`config.mk`:
```
export PLATFORM = sky130hd
export DESIGN_NAME = rr_fifo_mux
export DESIGN_NICKNAME = d
export VERILOG_FILES = /design/src/rtl/rr_fifo_mux_pkg.sv /design/src/rtl/rr_arbiter.sv /design/src/rtl/sc_fifo.sv /design/src/rtl/rr_fifo_mux.sv
export SDC_FILE = /design/constraint.sdc
export NUM_CORES = 1
export LEC_CHECK = 0
export BUFFER_PORTS_ARGS = -buffer_cell sky130_fd_sc_hd__buf_2
export CAP_MARGIN = 20
export CORE_MARGIN = 5
export CORE_UTILIZATION = 65
export CTS_BUF_LIST = sky130_fd_sc_hd__clkbuf_8
export CTS_CLUSTER_DIAMETER = 100
export DETAILED_ROUTE_END_ITERATION = 10
export GPL_ROUTABILITY_DRIVEN = 0
export PLACE_DENSITY = 0.83
export SETUP_SLACK_MARGIN = 0.02
export SYNTH_ARGS = -nofsm -noshare
export SYNTH_HDL_FRONTEND = slang
export SYNTH_SLANG_ARGS = --single-unit
export TNS_END_PERCENT = 50
```
`constraint.sdc`:
```
create_clock -name clk_i -period 7 [get_ports clk_i]
set_input_delay 0.35 -clock clk_i [delete_from_list [all_inputs] [get_ports clk_i]]
set_output_delay 0.35 -clock clk_i [all_outputs]
set_load 0.1 [all_outputs]
```
`src/rtl/rr_fifo_mux_pkg.sv`:
```
// Shared types and helpers for rr_fifo_mux.
// RR_FIFO_MUX_SRC_ID_EN widens the FIFO word so it also carries the source index.
package rr_fifo_mux_pkg;

    typedef enum logic [0:0] {
        ST_IDLE  = 1'b0,
        ST_GRANT = 1'b1
    } state_t;

    function automatic int fifo_word_w(input int data_w, input int id_w);
`ifdef RR_FIFO_MUX_SRC_ID_EN
        return data_w + id_w;
`else
        return data_w + 0 * id_w;
`endif
    endfunction

    // First requester found scanning upward from ptr, wrapping at n.
    function automatic int rr_pick(input logic [31:0] req, input int ptr, input int n);
        int   k;
        logic found;
        rr_pick = 0;
        found   = 1'b0;
        k       = 0;
        for (int i = 0; i < 32; i++) begin
            if (i < n && !found) begin
                k = (ptr + i) % n;
                if (req[k[4:0]]) begin
                    rr_pick = k;
                    found   = 1'b1;
                end
            end
        end
    endfunction

endpackage

```
`src/rtl/rr_arbiter.sv`:
```
// Combinational round-robin pick: request vector plus priority pointer
// gives a one-hot grant, the winner index and an any-request flag.
module rr_arbiter #(
    parameter int REQ_CNT  = 4,
    parameter int ID_WIDTH = $clog2(REQ_CNT)
) (
    input  logic [REQ_CNT-1:0]  req_i,
    input  logic [ID_WIDTH-1:0] ptr_i,
    output logic [REQ_CNT-1:0]  gnt_o,
    output logic [ID_WIDTH-1:0] idx_o,
    output logic                any_o
);
    import rr_fifo_mux_pkg::*;

    assign any_o = |req_i;
    assign idx_o = ID_WIDTH'(rr_pick(32'(req_i), int'(ptr_i), REQ_CNT));

    always_comb begin
        gnt_o = '0;
        if (any_o) gnt_o[idx_o] = 1'b1;
    end

endmodule

```
`src/rtl/sc_fifo.sv`:
```
// Single-clock show-ahead FIFO; the head word is visible on rd_data_o while
// not empty. Reads when empty and writes when full are ignored.
module sc_fifo #(
    parameter int DATA_WIDTH   = 8,
    parameter int WORDS_AMOUNT = 16
) (
    input  logic                            clk_i,
    input  logic                            rst_i,
    input  logic                            wr_i,
    input  logic [DATA_WIDTH-1:0]           wr_data_i,
    input  logic                            rd_i,
    output logic [DATA_WIDTH-1:0]           rd_data_o,
    output logic [$clog2(WORDS_AMOUNT):0]   used_words_o,
    output logic                            full_o,
    output logic                            empty_o
);
    localparam int AW = $clog2(WORDS_AMOUNT);

    logic [DATA_WIDTH-1:0] r_mem [WORDS_AMOUNT];
    logic [AW-1:0]         r_wptr;
    logic [AW-1:0]         r_rptr;
    logic [AW:0]           r_used;
    logic                  w_wr;
    logic                  w_rd;

    assign full_o       = (r_used == (AW + 1)'(WORDS_AMOUNT));
    assign empty_o      = (r_used == '0);
    assign used_words_o = r_used;
    assign rd_data_o    = r_mem[r_rptr];
    assign w_wr         = wr_i & ~full_o;
    assign w_rd         = rd_i & ~empty_o;

    always_ff @(posedge clk_i) begin
        if (rst_i) begin
            r_wptr <= '0;
            r_rptr <= '0;
            r_used <= '0;
        end else begin
            if (w_wr) r_wptr <= r_wptr + 1'b1;
            if (w_rd) r_rptr <= r_rptr + 1'b1;
            case ({w_wr, w_rd})
                2'b10:   r_used <= r_used + 1'b1;
                2'b01:   r_used <= r_used - 1'b1;
                default: r_used <= r_used;
            endcase
        end
    end

    // Storage carries no reset; occupancy alone decides what is valid.
    always_ff @(posedge clk_i) begin
        if (w_wr) r_mem[r_wptr] <= wr_data_i;
    end

endmodule

```
`src/rtl/rr_fifo_mux.sv`:
```
// Round-robin burst scheduler merging REQ_CNT valid/ready streams into one sc_fifo.
// Define RR_FIFO_MUX_SRC_ID_EN to store the source index with each word (src_id_o).
module rr_fifo_mux #(
    parameter int REQ_CNT      = 4,
    parameter int DATA_WIDTH   = 8,
    parameter int WORDS_AMOUNT = 16,
    parameter int MAX_BURST    = 4,
    parameter int ID_WIDTH     = $clog2(REQ_CNT)
) (
    input  logic                            clk_i,
    input  logic                            rst_i,
    input  logic [REQ_CNT-1:0]              req_valid_i,
    input  logic [REQ_CNT*DATA_WIDTH-1:0]   req_data_i,
    input  logic [REQ_CNT-1:0]              req_last_i,
    output logic [REQ_CNT-1:0]              req_ready_o,
    output logic [REQ_CNT-1:0]              grant_o,
    input  logic                            rd_i,
    output logic [DATA_WIDTH-1:0]           rd_data_o,
`ifdef RR_FIFO_MUX_SRC_ID_EN
    output logic [ID_WIDTH-1:0]             src_id_o,
`endif
    output logic [$clog2(WORDS_AMOUNT):0]   used_words_o,
    output logic                            full_o,
    output logic                            empty_o
);
    import rr_fifo_mux_pkg::*;

    localparam int WORD_W = fifo_word_w(DATA_WIDTH, ID_WIDTH);
    localparam int CNT_W  = $clog2(MAX_BURST) + 1;

    state_t                r_state;
    logic [REQ_CNT-1:0]    r_grant_oh;
    logic [ID_WIDTH-1:0]   r_grant_idx;
    logic [ID_WIDTH-1:0]   r_ptr;
    logic [CNT_W-1:0]      r_burst_cnt;

    logic [REQ_CNT-1:0]    w_arb_gnt;
    logic [ID_WIDTH-1:0]   w_arb_idx;
    logic                  w_arb_any;
    logic [ID_WIDTH-1:0]   w_arb_ptr;
    logic [ID_WIDTH-1:0]   w_next_ptr;
    logic                  w_xfer;
    logic                  w_last;
    logic                  w_burst_end;
    logic [DATA_WIDTH-1:0] w_sel_data;
    logic [WORD_W-1:0]     w_wr_word;
    logic [WORD_W-1:0]     w_rd_word;

    assign grant_o     = r_grant_oh;
    assign req_ready_o = r_grant_oh & {REQ_CNT{~full_o}};
    assign w_xfer      = |(req_valid_i & req_ready_o);
    assign w_last      = req_last_i[r_grant_idx] | (r_burst_cnt == CNT_W'(MAX_BURST - 1));
    assign w_burst_end = w_xfer & w_last;
    assign w_next_ptr  = (r_grant_idx == ID_WIDTH'(REQ_CNT - 1)) ? '0 : r_grant_idx + 1'b1;
    // At a burst end the next winner is chosen from the advanced pointer, so
    // back-to-back bursts need no idle cycle.
    assign w_arb_ptr   = (r_state == ST_GRANT) ? w_next_ptr : r_ptr;
    assign w_sel_data  = req_data_i[int'(r_grant_idx)*DATA_WIDTH +: DATA_WIDTH];

    rr_arbiter #(
        .REQ_CNT  (REQ_CNT),
        .ID_WIDTH (ID_WIDTH)
    ) u_arb (
        .req_i (req_valid_i),
        .ptr_i (w_arb_ptr),
        .gnt_o (w_arb_gnt),
        .idx_o (w_arb_idx),
        .any_o (w_arb_any)
    );

    always_ff @(posedge clk_i) begin
        if (rst_i) begin
            r_state     <= ST_IDLE;
            r_grant_oh  <= '0;
            r_grant_idx <= '0;
            r_ptr       <= '0;
            r_burst_cnt <= '0;
        end else begin
            case (r_state)
                ST_IDLE: begin
                    if (w_arb_any) begin
                        r_state     <= ST_GRANT;
                        r_grant_oh  <= w_arb_gnt;
                        r_grant_idx <= w_arb_idx;
                    end
                end
                ST_GRANT: begin
                    if (w_burst_end) begin
                        r_ptr       <= w_next_ptr;
                        r_burst_cnt <= '0;
                        if (w_arb_any) begin
                            r_grant_oh  <= w_arb_gnt;
                            r_grant_idx <= w_arb_idx;
                        end else begin
                            r_state    <= ST_IDLE;
                            r_grant_oh <= '0;
                        end
                    end else if (w_xfer) begin
                        r_burst_cnt <= r_burst_cnt + 1'b1;
                    end
                end
                default: begin
                    r_state    <= ST_IDLE;
                    r_grant_oh <= '0;
                end
            endcase
        end
    end

`ifdef RR_FIFO_MUX_SRC_ID_EN
    assign w_wr_word = {r_grant_idx, w_sel_data};
    assign src_id_o  = w_rd_word[WORD_W-1 -: ID_WIDTH];
`else
    assign w_wr_word = w_sel_data;
`endif
    assign rd_data_o = w_rd_word[DATA_WIDTH-1:0];

    sc_fifo #(
        .DATA_WIDTH   (WORD_W),
        .WORDS_AMOUNT (WORDS_AMOUNT)
    ) u_fifo (
        .clk_i        (clk_i),
        .rst_i        (rst_i),
        .wr_i         (w_xfer),
        .wr_data_i    (w_wr_word),
        .rd_i         (rd_i),
        .rd_data_o    (w_rd_word),
        .used_words_o (used_words_o),
        .full_o       (full_o),
        .empty_o      (empty_o)
    );

endmodule

```
# Word level (Yosys, flattened, before mapping)
# Memories as Yosys holds them, arrays and structs flattened. A register that Yosys moved wholly into a read port is not among the register bits.
# Cells that the tools add are included.
dict set report op_classes {
  n_addsub 9
  magnitude_cmp 7
  n_eq_ne 7
  shifts 1
  n_mux 43
  bitwise_logic 12
  reduce_logical 12
}
# operator n
set op_table {}
lappend op_table {{32-bit by 6-bit variable part select with 8-bit output} 1}
lappend op_table {{2-bit 2-to-1 mux} 11}
lappend op_table {{4-bit 2-to-1 mux} 5}
lappend op_table {{5-bit by 6-bit less-than comparator with 1-bit output, second input constant} 3}
lappend op_table {{1-bit 2-to-1 mux} 15}
lappend op_table {{5-bit case mux with 2 select lines} 1}
lappend op_table {{1-bit binary-select mux with 3-bit select} 3}
lappend op_table {{4-bit by 1-bit adder with 4-bit output, second input constant} 2}
lappend op_table {{4-bit AND} 2}
lappend op_table {{4-bit case mux with 2 select lines} 1}
lappend op_table {{4-bit OR reduction} 2}
lappend op_table {{2-bit by 3-bit less-than comparator with 1-bit output, second input constant} 2}
lappend op_table {{2-bit by 6-bit less-than comparator with 1-bit output, second input constant} 1}
lappend op_table {{3-bit 2-to-1 mux} 2}
lappend op_table {{2-bit AND reduction} 3}
lappend op_table {{2-bit OR reduction} 3}
lappend op_table {{5-bit by 1-bit adder with 5-bit output, second input constant} 1}
lappend op_table {{5-bit equality test, second input constant} 1}
lappend op_table {{5-bit zero test} 1}
lappend op_table {{5-bit by 1-bit subtractor with 5-bit output, second input constant} 1}
lappend op_table {{2-bit by 1-bit adder with 2-bit output, second input constant} 2}
lappend op_table {{2-bit adder, second input constant} 2}
lappend op_table {{1-bit binary-select mux with 2-bit select} 2}
lappend op_table {{2-bit equality test, second input constant} 2}
lappend op_table {{other kinds (14)} 22}
dict set report totals {
  ff_bits 25
  ram_bits 128
  input_bits 43
  output_inout_bits 23
  wordCells 100
  n_memories 1
}
# memory depth width rd rd_ports_with_merged_regs wr line_no
set mem_list {}
lappend mem_list {u_fifo.r_mem 16 8 1 1 1 sc_fifo.sv:19} ;# logic [DATA_WIDTH-1:0] r_mem [WORDS_AMOUNT];

# Depth between registers and ports, before layout
dict set report depth {
  word_depth 21
  depth_mapped 15
  ltp_nobuf 12
}

# Cells and area by module
# A second synthesis with hierarchy kept.
dict set report hier_totals {
  cells_unflattened 444
  area_unflattened_um2 6952.9
}
# module instances cells_each area_per_inst_um2
set modules_own_cells {}
lappend modules_own_cells {sc_fifo 1 324 5836.8}
lappend modules_own_cells {rr_fifo_mux 1 91 919.6}
lappend modules_own_cells {rr_arbiter 1 29 196.4}

# Least setup slack after synthesis
# OpenSTA, ideal clock, no wires.
dict set report synth_timing {
  path_kind {register -> register}
  start {register u_fifo.r_used[1], in the netlist u_fifo.used_words_o[1]}
  end {register u_fifo.r_used[4], in the netlist u_fifo.used_words_o[4]}
  arrival_time_ns 4.536
  path_slack_ns 2.337
  stages_incl_launch_ff 16
  n_path_buf 3
  cell_sequence {dfxtp_1 > buf_2 > nor4_2 > nor2b_1 > nor2b_1 > clkbuf_1 > ha_1 > clkbuf_1 > xor2_1 > ha_1 > a211o_1 > nand2_1 > nand3b_1 > a31oi_1 > xnor2_1 > nor2_1}
}
dict set report synth_via {
  word_cells_on_any_way 15
  cone_classes {add/sub (2); eq/ne (3); mux (1); bitwise (6); reduce/logical (3)}
}
# element line_no
set synth_lines {}
lappend synth_lines {{start: declaration} sc_fifo.sv:22} ;# logic [AW:0] r_used;
lappend synth_lines {{start signal: assignment} sc_fifo.sv:42} ;# 2'b10: r_used <= r_used + 1'b1;
lappend synth_lines {{start signal: assignment} sc_fifo.sv:43} ;# 2'b01: r_used <= r_used - 1'b1;
lappend synth_lines {{start signal: assignment} sc_fifo.sv:44} ;# default: r_used <= r_used;
lappend synth_lines {{5-bit zero test (*)} sc_fifo.sv:27} ;# assign empty_o = (r_used == '0);
lappend synth_lines {{named net empty_o} rr_fifo_mux.sv:24} ;# output logic empty_o
lappend synth_lines {{1-bit inverter (*)} sc_fifo.sv:31} ;# assign w_rd = rd_i & ~empty_o;
lappend synth_lines {{1-bit AND (*)} sc_fifo.sv:31}
lappend synth_lines {{2-bit by 1-bit equality test with 1-bit output / 2-bit equality test (equally long branches)} sc_fifo.sv:41} ;# case ({w_wr, w_rd})
lappend synth_lines {{5-bit case mux with 2 select lines / 2-bit nonzero test (equally long branches)} -}
# The timed path passes the listed nets; every way through them passes the cells marked *.
# A chain may end at the register's enable or synchronous reset.

# Worst setup path after layout
dict set report layout_timing {
  start {register u_fifo.r_used[1], in the netlist u_fifo.used_words_o[1]}
  end {register u_fifo.r_used[4], in the netlist u_fifo.used_words_o[4]}
}
dict set report layout_via {
  elab_chain_cells 8
  word_cells_on_any_way 15
  cone_classes {add/sub (2); eq/ne (3); mux (1); bitwise (6); reduce/logical (3)}
}
# element line_no
set layout_lines {}
lappend layout_lines {{5-bit equality test} sc_fifo.sv:26} ;# assign full_o = (r_used == (AW + 1)'(WORDS_AMOUNT));
lappend layout_lines {{1-bit inverter} {sc_fifo.sv:30, rr_fifo_mux.sv:50}}
lappend layout_lines {{4-bit AND} rr_fifo_mux.sv:50} ;# assign req_ready_o = r_grant_oh & {REQ_CNT{~full_o}};
lappend layout_lines {{4-bit AND} rr_fifo_mux.sv:51} ;# assign w_xfer = |(req_valid_i & req_ready_o);
lappend layout_lines {{4-bit OR reduction} rr_fifo_mux.sv:51}
lappend layout_lines {{1-bit AND} sc_fifo.sv:30} ;# assign w_wr = wr_i & ~full_o;
lappend layout_lines {{2-bit by 1-bit equality test with 1-bit output / 2-bit equality test (equally long branches)} sc_fifo.sv:41}
lappend layout_lines {{5-bit case mux with 2 select lines / 2-bit nonzero test (equally long branches)} -}
# Parallel ways exist; a longest one is shown, timed or not.

==> flow_summary.html <==
<table>
<tr><th>Metric</th><th>Value</th></tr>
<tr><th colspan="2">Die</th></tr>
<tr><td>Die width</td><td>111.3 um</td></tr>
<tr><td>Die Footprint</td><td>12380 um^2</td></tr>
<tr><td>Height of the die</td><td>111.3 um</td></tr>
<tr><td>Placement row count</td><td>37</td></tr>
<tr><td>Core Area</td><td>10140 um^2</td></tr>
<tr><td>Count of boundary I/O pins</td><td>66</td></tr>
<tr><td>Starting utilization of the core area</td><td>0.6573</td></tr>
<tr><th colspan="2">Logic synthesis</th></tr>
<tr><td>Number of instances in the synthesized netlist</td><td>389</td></tr>
<tr><td>Synthesized area</td><td>6664 um^2</td></tr>
<tr><td>Sequential element share of the synthesized area</td><td>0.6639</td></tr>
<tr><td>Post-Synthesis Mean Instance Area</td><td>17.13 um^2</td></tr>
<tr><td>YS warnings</td><td>0</td></tr>
<tr><td>Number of distinct library cells after synthesis</td><td>45</td></tr>
<tr><td>Total of flip-flops plus latches after synthesis</td><td>157</td></tr>
<tr><td>Net count after synthesis</td><td>444</td></tr>
<tr><th colspan="2">Timing</th></tr>
<tr><td>Setup violation total in the final timing report</td><td>0</td></tr>
<tr><td>Final setup skew</td><td>0.01196 ns</td></tr>
<tr><td>Final Critical Period</td><td>3.111 ns</td></tr>
<tr><td>Relative slew slack</td><td>0.3619</td></tr>
<tr><td>Hold violation total from the final report</td><td>0</td></tr>
<tr><td>Upper clock frequency limit</td><td>321.4 MHz</td></tr>
<tr><td>Worst hold slack</td><td>0.2816 ns</td></tr>
<tr><td>Setup repair after global routing missed its margin</td><td>no</td></tr>
<tr><td>Setup total negative slack</td><td>0 ns</td></tr>
<tr><td>Number of max-slew violations in the final report</td><td>0</td></tr>
<tr><td>Part of the cycle the worst path needs</td><td>0.4444</td></tr>
<tr><td>Slew at the pin closest to its max-slew limit</td><td>0.9519 ns</td></tr>
<tr><th colspan="2">Layout</th></tr>
<tr><td>Commonest non-fill, non-tap cell in the layout</td><td>sky130_fd_sc_hd__edfxtp_1</td></tr>
<tr><td>Final Instance Count excl. Fillers</td><td>606</td></tr>
<tr><td>Share of post-route cells with drive strength above 1</td><td>0.3447</td></tr>
<tr><td>Number of nets in the layout</td><td>512</td></tr>
<tr><td>Most frequent cells in the layout</td><td>sky130_fd_sc_hd__edfxtp_1, sky130_fd_sc_hd__buf_2, sky130_fd_sc_hd__mux4_2, sky130_fd_sc_hd__nor2_1, sky130_fd_sc_hd__dfxtp_1</td></tr>
<tr><td>Antenna fix cells</td><td>0</td></tr>
<tr><td>Area growth syn-to-layout</td><td>12.52%</td></tr>
<tr><th colspan="2">Drt</th></tr>
<tr><td>Number of vias per cell</td><td>6.066</td></tr>
<tr><td>Total via count in the routed design</td><td>3676</td></tr>
<tr><td>Post-DRT Antenna Nets</td><td>0</td></tr>
<tr><td># DRC</td><td>0</td></tr>
<tr><td>Detailed-route wire length per cell</td><td>22.17 um</td></tr>
<tr><td>DRC violation total after the first TritonRoute iteration</td><td>281</td></tr>
<tr><td>Length of the first detailed-routing pass in iterations</td><td>5</td></tr>
<tr><td>Total wire length</td><td>13.44 mm</td></tr>
<tr><th colspan="2">Power and ir drop</th></tr>
<tr><td>Net switching power</td><td>0.9436 mW</td></tr>
<tr><td>Static leakage power</td><td>2.558 nW</td></tr>
<tr><td>Switching power as a share of total power</td><td>0.3623</td></tr>
<tr><td>Cell-internal power</td><td>1.661 mW</td></tr>
<tr><td>Part of the total power dissipated in sequential elements</td><td>0.426</td></tr>
<tr><td>Total power consumption of the routed design</td><td>2.605 mW</td></tr>
<tr><td>Total power divided by cell area</td><td>347.3 nW/um^2</td></tr>
<tr><td>Worst vdd rail ir drop</td><td>0.4165 mV</td></tr>
<tr><td>Share of total power in combinational logic</td><td>0.330</td></tr>
<tr><td>Clock group share of total power</td><td>0.244</td></tr>
<tr><th colspan="2">GRT</th></tr>
<tr><td>Global Route Usage Sum</td><td>0.2312</td></tr>
<tr><td>First-pass GRT wire length</td><td>21.39 mm</td></tr>
<tr><td>Number of global-route vias before repair</td><td>3920</td></tr>
<tr><td>Pin count of the biggest net entering global routing</td><td>33</td></tr>
<tr><td>Initial antenna violation count</td><td>0</td></tr>
<tr><td>Overflow left after global routing</td><td>0</td></tr>
<tr><th colspan="2">CTS</th></tr>
<tr><td>Master cell of the clock root buffer</td><td>sky130_fd_sc_hd__clkbuf_8</td></tr>
<tr><td># clock sinks</td><td>157</td></tr>
<tr><td>Post-cts gate resize count</td><td>0</td></tr>
<tr><td>Clock insertion delay at the later pin of the skew report</td><td>0.43 ns</td></tr>
<tr><td># Post-CTS Setup Buffers</td><td>0</td></tr>
<tr><td>Buffer depth of the longest clock path</td><td>2</td></tr>
<tr><td>CTS H-Tree Depth</td><td>4</td></tr>
<tr><td>TritonCTS clock tree</td><td>built</td></tr>
<tr><td>Clock-pin transition on the worst setup and hold timing paths</td><td>0.08 ns</td></tr>
<tr><td>TritonCTS buffer count</td><td>17</td></tr>
<tr><td>Hold buffer count at CTS</td><td>0</td></tr>
<tr><th colspan="2">Critical path</th></tr>
<tr><td>Logic depth of the worst register-to-register path</td><td>12</td></tr>
<tr><td>Sort of element at the start of the critical path</td><td>flop</td></tr>
<tr><td>Data required, critical path</td><td>7.31 ns</td></tr>
<tr><td>Endpoint class of the critical path</td><td>flop</td></tr>
<tr><td>Arrival time reported for the critical path endpoint</td><td>3.42 ns</td></tr>
<tr><td>Critical path class</td><td>flop to flop</td></tr>
<tr><td>Maximum fanout count along the critical path</td><td>11</td></tr>
<tr><th colspan="2">Min path</th></tr>
<tr><td>Number of cells on the worst hold path</td><td>3</td></tr>
<tr><td>Hold/Removal Path Class</td><td>input pin to flop</td></tr>
<tr><th colspan="2">Flow run</th></tr>
<tr><td>Max_cap viols</td><td>0</td></tr>
<tr><th colspan="2">Place</th></tr>
<tr><td>DPL Wire Length</td><td>8.809 mm</td></tr>
<tr><td>Number of buffers added on ports</td><td>65</td></tr>
<tr><td>Cell count after placement</td><td>574</td></tr>
<tr><th colspan="2">Status</th></tr>
<tr><td>Status</td><td>complete, no violations</td></tr>
</table>
power groups by stage:
stage               clock [mW]  sequential [mW]  combinational, mW
global placement             0             1.13              0.850
floorplan                    0             1.19              0.658
detailed placement           0             1.13              0.866
CTS                      0.639             1.11              0.869
finish                   0.635             1.11              0.860
global route             0.688             1.12              0.917
logic make-up after synthesis:
logic type                 Yosys count  synth area share
DFF                                157            0.6639
and+or+nand+nor                     90           0.07172
muxes                               55            0.1767
buffers and inverters               33           0.02159
AOI/OAI and AO/OA                   31           0.02910
adders and majority gates           12           0.02253
xor gates and xnor gates            11           0.01446
worst paths after layout:
kind,startpoint,endpoint,slack [ns]
max reg2reg,u_fifo.used_words_o[1]$_SDFFE_PP0P_,u_fifo.used_words_o[4]$_SDFFE_PP0P_,3.89
min,req_valid_i[2],r_state$_SDFF_PP0_,0.28
max,u_fifo.used_words_o[1]$_SDFFE_PP0P_,u_fifo.used_words_o[4]$_SDFFE_PP0P_,3.89
min reg2reg,r_ptr[0]$_SDFFE_PP0P_,r_ptr[0]$_SDFFE_PP0P_,0.49
per-stage QoR:
step	instance area (um^2)	utilization	setup WS, ns
5_1_grt	7498	0.7396	3.621
3_3_place_gp	7119	0.7022	4.058
2_1_floorplan	6664	-	2.337
4_1_cts	7498	0.7396	3.877
3_5_place_dp	7119	0.7022	3.904
6_report	7498	0.7396	3.889
registers in the layout, indices dropped and copies added (netlist names), named ones only:
register and flops:
r_burst_cnt 3, r_ptr 2, u_fifo.used_words_o 5, r_state 1, u_fifo.r_wptr 4, u_fifo.r_mem 128, u_fifo.r_rptr 4, r_grant_idx 2
grant_o 4
synthesized netlist by cell type, drive strengths merged:
| library cell | number | area [um^2] |
|---|---|---|
| mux2 | 1 | 11.26 |
| or3 | 3 | 18.77 |
| o21a | 1 | 8.760 |
| nor3 | 9 | 45.04 |
| or2 | 1 | 8.760 |
| and2b | 1 | 7.510 |
| xnor2 | 4 | 35.03 |
| nand4 | 2 | 12.51 |
| nor4 | 6 | 43.79 |
| and3 | 2 | 17.52 |
| nor2 | 27 | 101.4 |
| a22oi | 3 | 27.52 |
| nand3b | 2 | 15.01 |
| a21o | 1 | 7.510 |
| mux2i | 5 | 62.56 |
| inv | 11 | 41.29 |
| nand2b | 2 | 20.02 |
| a31oi | 1 | 6.260 |
| clkbuf | 11 | 41.29 |
| ha | 12 | 150.1 |
| mux4 | 49 | 1104 |
| and2 | 8 | 50.05 |
| buf | 11 | 61.31 |
| nand2 | 16 | 60.06 |
| nor2b | 4 | 25.02 |
| a221oi | 1 | 15.01 |
| a32o | 1 | 10.01 |
| xor2 | 7 | 61.31 |
| a211o | 1 | 8.760 |
| nor3b | 2 | 15.01 |
| dfxtp | 29 | 580.6 |
| a21oi | 16 | 80.08 |
| edfxtp | 128 | 3844 |
| nand3 | 5 | 37.54 |
| o21ai | 6 | 30.02 |
area by class of cell:
cell class                      count  area [um^2]
Sequential cell                   157         4427
Fill cell                         561         2640
Multi-Input combinational cell    199         2111
Timing Repair Buffer               71        370.4
Clock buffer                       18        247.7
Tap cell                          136        170.2
Clock inverter                     14        131.4
Inverter                           11        41.29
critical path: stages, from the launching register on:
cell	delay [ns]
sky130_fd_sc_hd__dfxtp_1	0.49
sky130_fd_sc_hd__nor4_2	0.13
sky130_fd_sc_hd__a22oi_2	0.52
sky130_fd_sc_hd__inv_1	0.24
sky130_fd_sc_hd__ha_1	0.38
sky130_fd_sc_hd__xor2_1	0.18
sky130_fd_sc_hd__ha_1	0.24
sky130_fd_sc_hd__a211o_1	0.28
sky130_fd_sc_hd__nand2_1	0.08
sky130_fd_sc_hd__nand3b_1	0.08
sky130_fd_sc_hd__a31oi_1	0.18
sky130_fd_sc_hd__xnor2_1	0.14
sky130_fd_sc_hd__nor2_1	0.05
metal layers:
layer / vias up / global-route usage / part of all wire
li1: 1658 / - / -
met1: 1854 / 0.2919 / 0.37
met2: 147 / 0.4029 / 0.55
met3: 17 / 0.05513 / 0.061
met4: 0 / 0.06488 / 0.017
met5: - / 0 / 0
(Power assumes the default switching activity.)
